===== src/rtl/nios_mem_copy_master_if.sv =====
// rtl/nios_mem_copy_master_if.sv - Avalon-MM bus between the copy master and the on-chip RAM s1 slave
interface nios_mem_copy_master_if #(
    parameter int ADDR_W = 10
);
    logic [ADDR_W-1:0] address;
    logic [3:0]        byteenable;
    logic              chipselect;
    logic              write;
    logic [31:0]       writedata;
    logic              clken;
    logic [31:0]       readdata;

    modport master (
        output address,
        output byteenable,
        output chipselect,
        output write,
        output writedata,
        output clken,
        input  readdata
    );

    modport slave (
        input  address,
        input  byteenable,
        input  chipselect,
        input  write,
        input  writedata,
        input  clken,
        output readdata
    );
endinterface


===== src/rtl/nios_mem_copy_master.sv =====
// rtl/nios_mem_copy_master.sv - single-port RAM word copier (optional MEMCPY_CHECKSUM_EN running sum)
module nios_mem_copy_master #(
    parameter int ADDR_W       = 10,
    parameter int LEN_W        = 11,
    parameter int READ_LATENCY = 1
) (
    input  logic                   clk,
    input  logic                   reset,
    input  logic                   start,
    input  logic [ADDR_W-1:0]      src_addr,
    input  logic [ADDR_W-1:0]      dst_addr,
    input  logic [LEN_W-1:0]       length,
    output logic                   busy,
    output logic                   done,
`ifdef MEMCPY_CHECKSUM_EN
    output logic [31:0]            checksum,
`endif
    nios_mem_copy_master_if.master bus
);

    localparam logic [2:0] S_IDLE = 3'd0;
    localparam logic [2:0] S_RD   = 3'd1;
    localparam logic [2:0] S_LAT  = 3'd2;
    localparam logic [2:0] S_CAP  = 3'd3;
    localparam logic [2:0] S_WR   = 3'd4;
    localparam logic [2:0] S_FIN  = 3'd5;

    // Extra wait cycles between RD and CAP; only meaningful when READ_LATENCY > 1.
    localparam int              LAT_W    = (READ_LATENCY > 2) ? $clog2(READ_LATENCY) : 1;
    localparam logic [LAT_W-1:0] LAT_LAST = LAT_W'(READ_LATENCY - 2);

    logic [2:0]        state;
    logic [ADDR_W-1:0] src_ptr;
    logic [ADDR_W-1:0] dst_ptr;
    logic [LEN_W-1:0]  remaining;
    logic [LAT_W-1:0]  lat_cnt;
    logic [31:0]       wdata;

    // Copy sequencer: one word per RD -> (LAT) -> CAP -> WR pass; done is registered out of FIN.
    always_ff @(posedge clk or posedge reset) begin
        if (reset) begin
            state     <= S_IDLE;
            src_ptr   <= '0;
            dst_ptr   <= '0;
            remaining <= '0;
            lat_cnt   <= '0;
            wdata     <= '0;
            busy      <= 1'b0;
            done      <= 1'b0;
        end else begin
            done <= 1'b0;
            case (state)
                S_IDLE: begin
                    if (start) begin
                        src_ptr   <= src_addr;
                        dst_ptr   <= dst_addr;
                        remaining <= length;
                        busy      <= 1'b1;
                        state     <= (length == '0) ? S_FIN : S_RD;
                    end
                end
                S_RD: begin
                    lat_cnt <= '0;
                    state   <= (READ_LATENCY > 1) ? S_LAT : S_CAP;
                end
                S_LAT: begin
                    if (lat_cnt == LAT_LAST) begin
                        state <= S_CAP;
                    end else begin
                        lat_cnt <= lat_cnt + LAT_W'(1);
                    end
                end
                S_CAP: begin
                    wdata   <= bus.readdata;
                    src_ptr <= src_ptr + ADDR_W'(1);
                    state   <= S_WR;
                end
                S_WR: begin
                    dst_ptr   <= dst_ptr + ADDR_W'(1);
                    remaining <= remaining - LEN_W'(1);
                    state     <= (remaining != LEN_W'(1)) ? S_RD : S_FIN;
                end
                S_FIN: begin
                    done  <= 1'b1;
                    busy  <= 1'b0;
                    state <= S_IDLE;
                end
                default: begin
                    state <= S_IDLE;
                end
            endcase
        end
    end

`ifdef MEMCPY_CHECKSUM_EN
    // Running sum of every captured word, cleared when a copy is accepted.
    always_ff @(posedge clk or posedge reset) begin
        if (reset) begin
            checksum <= '0;
        end else if (state == S_IDLE && start) begin
            checksum <= '0;
        end else if (state == S_CAP) begin
            checksum <= checksum + bus.readdata;
        end
    end
`endif

    // Bus strobes decode straight from state so a reset idles the bus in the same cycle.
    assign bus.chipselect = (state == S_RD) || (state == S_WR);
    assign bus.write      = (state == S_WR);
    assign bus.address    = (state == S_RD) ? src_ptr :
                            (state == S_WR) ? dst_ptr : '0;
    assign bus.writedata  = wdata;
    assign bus.byteenable = 4'b1111;
    assign bus.clken      = 1'b1;

endmodule


===== src/flat_wrapper.sv =====
// flat-port wrapper written by rule: the top's interface ports become plain ports
module nios_mem_copy_master_flat 
#(
    parameter int ADDR_W       = 10,
    parameter int LEN_W        = 11,
    parameter int READ_LATENCY = 1
)
  (clk, reset, start, src_addr, dst_addr, length, busy, done, bus_address, bus_byteenable, bus_chipselect, bus_write, bus_writedata, bus_clken, bus_readdata);
  nios_mem_copy_master_if #(.ADDR_W(ADDR_W)) bus_i ();
  input  logic clk;
  input  logic reset;
  input  logic start;
  input  logic [ADDR_W-1:0] src_addr;
  input  logic [ADDR_W-1:0] dst_addr;
  input  logic [LEN_W-1:0] length;
  output logic busy;
  output logic done;
  output wire logic [$bits(bus_i.address)-1:0] bus_address;
  output wire logic [$bits(bus_i.byteenable)-1:0] bus_byteenable;
  output wire logic [$bits(bus_i.chipselect)-1:0] bus_chipselect;
  output wire logic [$bits(bus_i.write)-1:0] bus_write;
  output wire logic [$bits(bus_i.writedata)-1:0] bus_writedata;
  output wire logic [$bits(bus_i.clken)-1:0] bus_clken;
  input wire logic [$bits(bus_i.readdata)-1:0] bus_readdata;
  assign bus_address = bus_i.address;
  assign bus_byteenable = bus_i.byteenable;
  assign bus_chipselect = bus_i.chipselect;
  assign bus_write = bus_i.write;
  assign bus_writedata = bus_i.writedata;
  assign bus_clken = bus_i.clken;
  assign bus_i.readdata = bus_readdata;
  nios_mem_copy_master #(.ADDR_W(ADDR_W), .LEN_W(LEN_W), .READ_LATENCY(READ_LATENCY)) u_core (.clk(clk), .reset(reset), .start(start), .src_addr(src_addr), .dst_addr(dst_addr), .length(length), .busy(busy), .done(done), .bus(bus_i));
endmodule

===== config.mk =====
export PLATFORM = sky130hd
export DESIGN_NAME = nios_mem_copy_master_flat
export DESIGN_NICKNAME = d
export VERILOG_FILES = /design/src/rtl/nios_mem_copy_master_if.sv /design/src/rtl/nios_mem_copy_master.sv /design/src/flat_wrapper.sv
export SDC_FILE = /design/constraint.sdc
export NUM_CORES = 1
export LEC_CHECK = 0
export CAP_MARGIN = 10
export CORE_MARGIN = 2
export CORE_UTILIZATION = 46
export DETAILED_ROUTE_END_ITERATION = 10
export PLACE_DENSITY = 0.85
export RECOVER_POWER = 25
export SLEW_MARGIN = 40
export SYNTH_ARGS = -nofsm -noshare
export SYNTH_HDL_FRONTEND = slang
export SYNTH_SLANG_ARGS = --single-unit

===== constraint.sdc =====
create_clock -name clk -period 2.5 [get_ports clk]
set_input_delay 0.5 -clock clk [delete_from_list [all_inputs] [get_ports clk]]
set_output_delay 0.5 -clock clk [all_outputs]
set_load 0.005 [all_outputs]

==> key figures, run 1 <==
Outcome
  – Outcome: finished, violations left
  – Failing checks: capacitance limit, slew limit

Synth
  – Most used DFF post-synth: dfrtp_1
  – Top-area cell type share of the netlist area: 0.507
  – EDFF count, synth: 0
  – Mean area per synthesized cell: 8.68 um2
  – Mapped Cells: 392
  – Async SR Flop Fraction: 1.00
  – Synth top cells by count: nand2_1 (123), dfrtp_1 (69), nor2_1 (30)
  – Sequential-to-total area share from yosys stat: 0.507
  – Flops & latches, synth: 69
  – Distinct cells, synth: 49
  – Synth Cell Area: 3400 um2
  – Cell with the most instances after synthesis: nand2_1
  – Ys Warns: 0
  – Area contributors post-synth: dfrtp_1 (51%), nand2_1 (14%), nor2_1 (3.3%), a22oi_1 (3.1%), a21oi_1 (2.5%)
  – Dominant cell type by area after synthesis: dfrtp_1

Detailed routing
  – DR iter-0 viols: 294
  – Top routing layer in use: met4
  – DRC: 0
  – Metal2 WL: 4460 um
  – Drt pass-1 iters: 5
  – M1 wire length: 3880 um
  – ANT nets after route: 0
  – Vias: 3341
  – Avg WL per Cell: 15.5 um
  – Vias per cell: 5.44
  – Met3 Wirelength: 969 um
  – Total Wirelength: 9510 um

Setup path
  – Slowest cell on the critical path: clkdlybuf4s50_1
  – Buf/Inv on CP: 2
  – Cell family with most CP delay: buffers and inverters
  – Slowest Stage Delay on Critical Path: 0.54 ns
  – Reg2Reg Setup Slack: 0.36 ns
  – Worst r2r src: u_core.state[2]
  – Max FO, Critical Path: 7
  – Arrival time at the worst endpoint: 1.92 ns
  – Critical Path, Cell by Cell: nor2b_4 -> buf_4 -> a22oi_1 -> nor2_1 -> clkdlybuf4s50_1
  – Worst-case reg-to-reg path depth: 6
  – FF-to-FF End: u_core.src_ptr[8]
  – Setup crit end kind: output pin
  – Setup CP Type: reg -> out
  – Stages on the worst setup path: 5
  – CP required: 2.00 ns
  – Startpoint types: flop

Hold path
  – Hold_sp: u_core.bus.writedata[7]
  – Hold crit path type: reg -> reg
  – Hold Path Depth: 2
  – Hold Path End: u_core.bus.writedata[7]

Layout
  – Diode count: 0
  – Nets: 580
  – Synth-to-layout area growth: 44.4%
  – Fraction of layout cells with a size suffix above 1: 0.0971
  – Fillers: 569
  – Core Util, Final: 0.681

Timing
  – Worst Clk Skew: 0.00850 ns
  – Rel. slew slack: -0.0190
  – Worst slew pin tran: 1.53 ns
  – Setup repair after global routing missed its margin: false
  – Final setup vio count: 0
  – F_max: 413 MHz
  – Final min period: 2.42 ns
  – Setup TNS: 0 ns
  – Hold Vio Cnt, Final: 0
  – Final Cycle Share: 0.970
  – Fin. max-slew vios: 70

Power and ir drop
  – Comb pwr share: 0.491
  – Clock network power share: 0.165
  – Sw frac: 0.386
  – Max IR drop VDD: 0.607 mV
  – Leak: 2.17 nW
  – Switching power: 2.38 mW
  – Pint: 3.79 mW
  – Reg power frac: 0.344
  – Pwr/cell area: 1260 nW/um2

CTS
  – CTS H-tree lvls: 3
  – Root Driver: clkbuf_8
  – CTS clk-pin slew, worst paths: 0.08 ns
  – Worst-skew pair later-pin latency: 0.34 ns
  – Clk sinks: 69
  – CTS Buf Count: 9
  – Clock tree buffer depth: 2
  – CTS tree: built

Run
  – Max-cap violation count: 1

Floorplan
  – Core area: 7210 um2
  – Chip width: 90.0 um
  – Die Y: 90.0 um
  – Ports: 117
  – Initial Util: 0.472
  – DIE AREA: 8110 um2
  – Row Count: 31

Place
  – IO Port Bufs: 111
  – Final HPWL DP: 6760 um
  – Final RePlAce weighted congestion: 0.849

Global routing
  – Vias in the first global route: 3328
  – Total track usage: 0.239
  – First-pass GRT wire length: 15900 um
  – Pin count of the biggest net entering global routing: 70
  – Remaining global-route overflow: 0
  – Initial antenna violation count: 0
-- metrics by stage --
step | worst slack, ns | area [um2] | power (mW) | hold slack (ns) | instances
global placement | 0.0547 | 4650 | 4.94 | 0.456 | 593
detailed placement | 0.0229 | 4650 | 5.06 | 0.463 | 593
CTS | 0.0469 | 4880 | 6.12 | 0.481 | 609
finish | 0.0760 | 4910 | 6.17 | 0.477 | 614
global route | 0.00184 | 4910 | 6.64 | 0.497 | 614
floorplan | 0.260 | 3420 | 3.65 | 0.470 | 396
-- metal layers --
layer / global-route usage / up-vias
met5: 0 / -
met4: 0.0833 / 0
met1: 0.307 / 1564
li1: - / 1582
met3: 0.0813 / 21
met2: 0.380 / 174
-- power by group through the flow --
stage	Clock, mW	Sequential [mW]	Combinational [mW]
after floorplan	0	2.04	1.62
after global placement	0	2.09	2.84
after detailed placement	0	2.12	2.94
after CTS	1.03	2.11	2.97
after global routing	1.10	2.19	3.34
final	1.02	2.12	3.03
-- logic make-up (layout without fill, tap and decap cells) --
family / count (synthesis) / in the layout / synth area share
buffers and inverters: 37 / 156 / 0.0548
xor gates and xnor gates: 1 / 1 / 0.00257
adders and majority gates: 4 / 4 / 0.0147
DFF: 69 / 69 / 0.507
other: 1 / 5 / 0.00110
and+or+nand+nor: 199 / 199 / 0.256
AOI/OAI and AO/OA: 81 / 81 / 0.164
-- worst register-to-register path: cells and delay by family (launching register included) --
family	cells	cell delay [ns]
flip-flops	1	0.45
AO/OA/AOI/OAI	2	0.18
AND/OR/NAND/NOR	2	0.98
buffers and inverters	2	0.42
-- what timing repair did --
action,4_1_cts,5_1_grt
hold buffers,0,0
gates cloned,0,1
setup endpoints to repair,3,10
buffers inserted,0,4
resized for setup,2,5
hold endpoints to repair,0,0
-- state kept, by name, indices dropped and copies added, names as in the netlist --
name                  flops
u_core.bus.writedata     32
u_core.remaining         11
u_core.dst_ptr           10
u_core.src_ptr           10
u_core.state              3
u_core.busy               1
u_core.done               1
u_core.lat_cnt            1
-- cell usage in the layout (no fill, tap or decap), types with 2 or more instances in the layout --
| master | synthesis | final |
|---|---|---|
| conb_1 | 1 | 5 |
| o21ai_0 | 13 | 13 |
| clkinv_2 | 0 | 2 |
| bufinv_16 | 0 | 2 |
| dfrtp_1 | 69 | 67 |
| nor4_1 | 6 | 6 |
| a22oi_1 | 14 | 14 |
| or4_1 | 3 | 3 |
| clkinv_4 | 1 | 2 |
| ha_1 | 4 | 4 |
| a21oi_1 | 17 | 17 |
| nand2_2 | 2 | 2 |
| o32ai_1 | 2 | 2 |
| o21a_1 | 2 | 2 |
| and3_1 | 2 | 2 |
| inv_1 | 9 | 8 |
| nand2_1 | 123 | 123 |
| nand4_1 | 3 | 3 |
| dfrtp_2 | 0 | 2 |
| clkbuf_8 | 0 | 10 |
| a31oi_1 | 4 | 4 |
| a311oi_1 | 3 | 3 |
| a211oi_1 | 5 | 5 |
| buf_2 | 7 | 2 |
| o211ai_1 | 5 | 5 |
| clkdlybuf4s50_1 | 0 | 111 |
| a221o_1 | 3 | 3 |
| nand3_1 | 12 | 12 |
| nor2_1 | 30 | 30 |
| buf_4 | 5 | 16 |
| o22ai_1 | 3 | 3 |
| o311ai_0 | 4 | 4 |
| nor3_1 | 6 | 6 |
-- area by class of cell --
cell class,instances,area (um2),share of cell area
clock buffer,10,138,0.0280
clock inverter,6,86.3,0.0176
inverter,10,42.5,0.00866
multi-input combinational,290,1530,0.312
sequential,69,1730,0.352
tap,99,124,0.0252
timing repair buffer,130,1260,0.257
-- how the worst max path moves through the flow --
stage	to	slack, ns	from
floorplan	u_core.bus.writedata[0]	0.26	reset
global placement	u_core.dst_ptr[8]	0.05	start
detailed placement	u_core.src_ptr[8]	0.02	start
CTS	bus_address[2]	0.05	u_core.state[0]
global route	bus_address[6]	0.002	u_core.state[0]
finish	bus_address[2]	0.08	u_core.state[0]
(Power assumes the default switching activity.)
==> run 2, diff against run 1 <==
- CELL_PAD_IN_SITES_DETAIL_PLACEMENT: default -> 2
- CELL_PAD_IN_SITES_GLOBAL_PLACEMENT: default -> 2
- CORE_UTILIZATION: 46 -> 27
- CTS_BUF_LIST: default -> sky130_fd_sc_hd__clkbuf_4
- PLACE_DENSITY: 0.85 -> 0.87
- SETUP_SLACK_MARGIN: default -> 0.02
==> run 2 against run 1 <==
The run still ends with capacitance limit, slew limit left. Hold slack better by 0.012 ns. Sequential power up 2%. Critical path depth unchanged. Combinational power up 8.9%. Wire length up 33%. Clock power down 35%. Utilization down 28 points. Register-to-register slack worse by 0.18 ns. Flip-flop and latch count unchanged. Worst setup slack better by 0.022 ns. Largest cell class unchanged.
==> key figures, run 2 (same netlist as run 1, synthesis figures left out) <==
Floorplan
  – DIE AREA: 13500 um2 (was 8110 um2)
  – Ports: 117 (unchanged)
  – Row Count: 41 (was 31)
  – Die Y: 116 um (was 90.0 um)
  – Core area: 12500 um2 (was 7210 um2)
  – Initial Util: 0.273 (was 0.472)
  – Chip width: 116 um (was 90.0 um)

Detailed routing
  – DRC: 0 (unchanged)
  – ANT nets after route: 0 (unchanged)
  – Total Wirelength: 12700 um (was 9510 um)
  – DR iter-0 viols: 97 (was 294)
  – Vias: 3462 (was 3341)
  – Avg WL per Cell: 18.1 um (was 15.5 um)
  – Drt pass-1 iters: 4 (was 5)
  – Vias per cell: 4.95 (was 5.44)

Run
  – Max-cap violation count: 1 (unchanged)

Layout
  – Most common cell after layout, fill and taps aside: nand2_1 (unchanged)
  – Storage cell area: 1730 um2 (unchanged)
  – Non-filler instance count after layout: 700 (was 614)
  – Max reg flops: 32 (unchanged)
  – Nets: 593 (was 580)
  – Commonest non-fill, non-tap cells in the layout: nand2_1 (123), clkdlybuf4s50_1 (104), dfrtp_1 (67) (was nand2_1 (123), clkdlybuf4s50_1 (111), dfrtp_1 (67))
  – Fillers: 1388 (was 569)
  – Multi-input logic area: 1570 um2 (was 1530 um2)
  – Diode count: 0 (unchanged)
  – Fraction of layout cells with a size suffix above 1: 0.133 (was 0.0971)
  – Synth-to-layout area growth: 48.5% (was 44.4%)

Timing
  – Setup TNS: 0 ns (unchanged)
  – Final min period: 2.40 ns (was 2.42 ns)
  – Hold Vio Cnt, Final: 0 (unchanged)
  – Rel. slew slack: -0.0818 (was -0.0190)
  – Worst Clk Skew: 0.0187 ns (was 0.00850 ns)
  – F_max: 416 MHz (was 413 MHz)
  – Worst slew pin tran: 1.62 ns (was 1.53 ns)
  – Final setup vio count: 0 (unchanged)
  – Fin. max-slew vios: 70 (unchanged)
  – Final Cycle Share: 0.961 (was 0.970)

CTS
  – CTS tree: built (unchanged)
  – Clock tree buffer depth: 2 (unchanged)
  – Worst-skew pair later-pin latency: 0.44 ns (was 0.34 ns)
  – Root Driver: clkbuf_4 (was clkbuf_8)
  – CTS Buf Count: 9 (unchanged)
  – Clk sinks: 69 (unchanged)
  – CTS clk-pin slew, worst paths: 0.11 ns (was 0.08 ns)
  – CTS H-tree lvls: 3 (unchanged)

Global routing
  – Pin count of the biggest net entering global routing: 70 (unchanged)
  – Initial antenna violation count: 0 (unchanged)
  – Remaining global-route overflow: 0 (unchanged)
  – Vias in the first global route: 3773 (was 3328)
  – First-pass GRT wire length: 19700 um (was 15900 um)
  – Total track usage: 0.191 (was 0.239)

Power and ir drop
  – Pwr/cell area: 1210 nW/um2 (was 1260 nW/um2)
  – Max IR drop VDD: 0.444 mV (was 0.607 mV)
  – Leak: 2.31 nW (was 2.17 nW)

Hold path
  – Hold crit path type: reg -> reg (unchanged)
  – Hold Path Depth: 2 (unchanged)

Setup path
  – Critical Path, Cell by Cell: nor2b_4 -> buf_4 -> a22oi_1 -> nor2_1 -> clkdlybuf4s50_1 (unchanged)
  – Arrival time at the worst endpoint: 1.90 ns (was 1.92 ns)
  – Cell family with most CP delay: buffers and inverters (unchanged)
  – Startpoint types: flop (unchanged)
  – Buf/Inv on CP: 2 (unchanged)
  – CP required: 2.00 ns (about the same)
  – Stages on the worst setup path: 5 (unchanged)
  – Setup crit end kind: output pin (unchanged)
  – Slowest Stage Delay on Critical Path: 0.50 ns (was 0.54 ns)
  – Setup CP Type: reg -> out (unchanged)
  – Max FO, Critical Path: 5 (was 7)
  – Worst-case reg-to-reg path depth: 7 (was 6)
  – Slowest cell on the critical path: clkdlybuf4s50_1 (unchanged)

Place
  – Final HPWL DP: 8820 um (was 6760 um)
  – IO Port Bufs: 111 (unchanged)
  – DP Cell Count: 669 (was 593)
  – Final RePlAce weighted congestion: 0.822 (was 0.849)

Outcome
  – Failing checks: capacitance limit, slew limit (unchanged)
  – Outcome: finished, violations left (unchanged)
run 2: routing by layer:
layer | vias to the layer above | routed length [um] | global-route usage
li1 | 1620 | - | -
met1 | 1723 | 5160 | 0.222
met2 | 104 | 6340 | 0.324
met3 | 15 | 970 | 0.0675
met4 | 0 | 210 | 0.0730
met5 | - | 0 | 0
run 2: final timing paths:
kind	end	from	slack (ns)
min in group asynchronous	u_core.bus.writedata[22]	reset	0.95
setup reg to reg	u_core.dst_ptr[6]	u_core.state[0]	0.18
hold / removal	u_core.bus.writedata[14]	u_core.bus.writedata[14]	0.49
max in group asynchronous	u_core.state[0]	reset	0.50
setup / recovery	bus_address[9]	u_core.state[2]	0.1
hold reg to reg	u_core.bus.writedata[14]	u_core.bus.writedata[14]	0.49
run 2: power by group:
group	switching (mW)	total (mW)	leakage, nW	internal [mW]
Sequential	0.505	2.17	0.826	1.66
Combinational	1.69	3.30	1.41	1.61
Clock	0.409	0.668	0.0722	0.259
Total	2.60	6.13	2.31	3.53
run 2: area by class of cell:
type,count,area share
multi-input combinational,290,0.311
clock buffer,14,0.0208
sequential,69,0.342
inverter,10,0.00891
timing repair buffer,143,0.273
clock inverter,2,0.00198
tap,172,0.0426
run 2: metrics by stage:
stage	worst slack, ns	hold slack (ns)	power (mW)	util	instance area [um2]
floorplan	0.260	0.470	3.65	-	3420
global placement	0.0752	0.457	5.01	0.381	4750
detailed placement	-0.00480	0.467	5.24	0.381	4750
CTS	0.0201	0.460	6.09	0.397	4950
global route	-0.0178	0.515	6.68	0.406	5050
finish	0.0977	0.489	6.13	0.406	5050
run 2: repair_timing:
item	CTS	global route
hold buffers	0	0
setup buffers	3	11
resized for setup	17	12
gates cloned	1	0
pin swaps	0	1
setup endpoints to repair	12	12
run 2: worst register-to-register path: cells and delay by family, from the launching register on:
family / cells / cell delay (ns)
buf+inv: 3 / 0.57
compound gates: 2 / 0.31
simple gates: 2 / 0.89
flops: 1 / 0.46
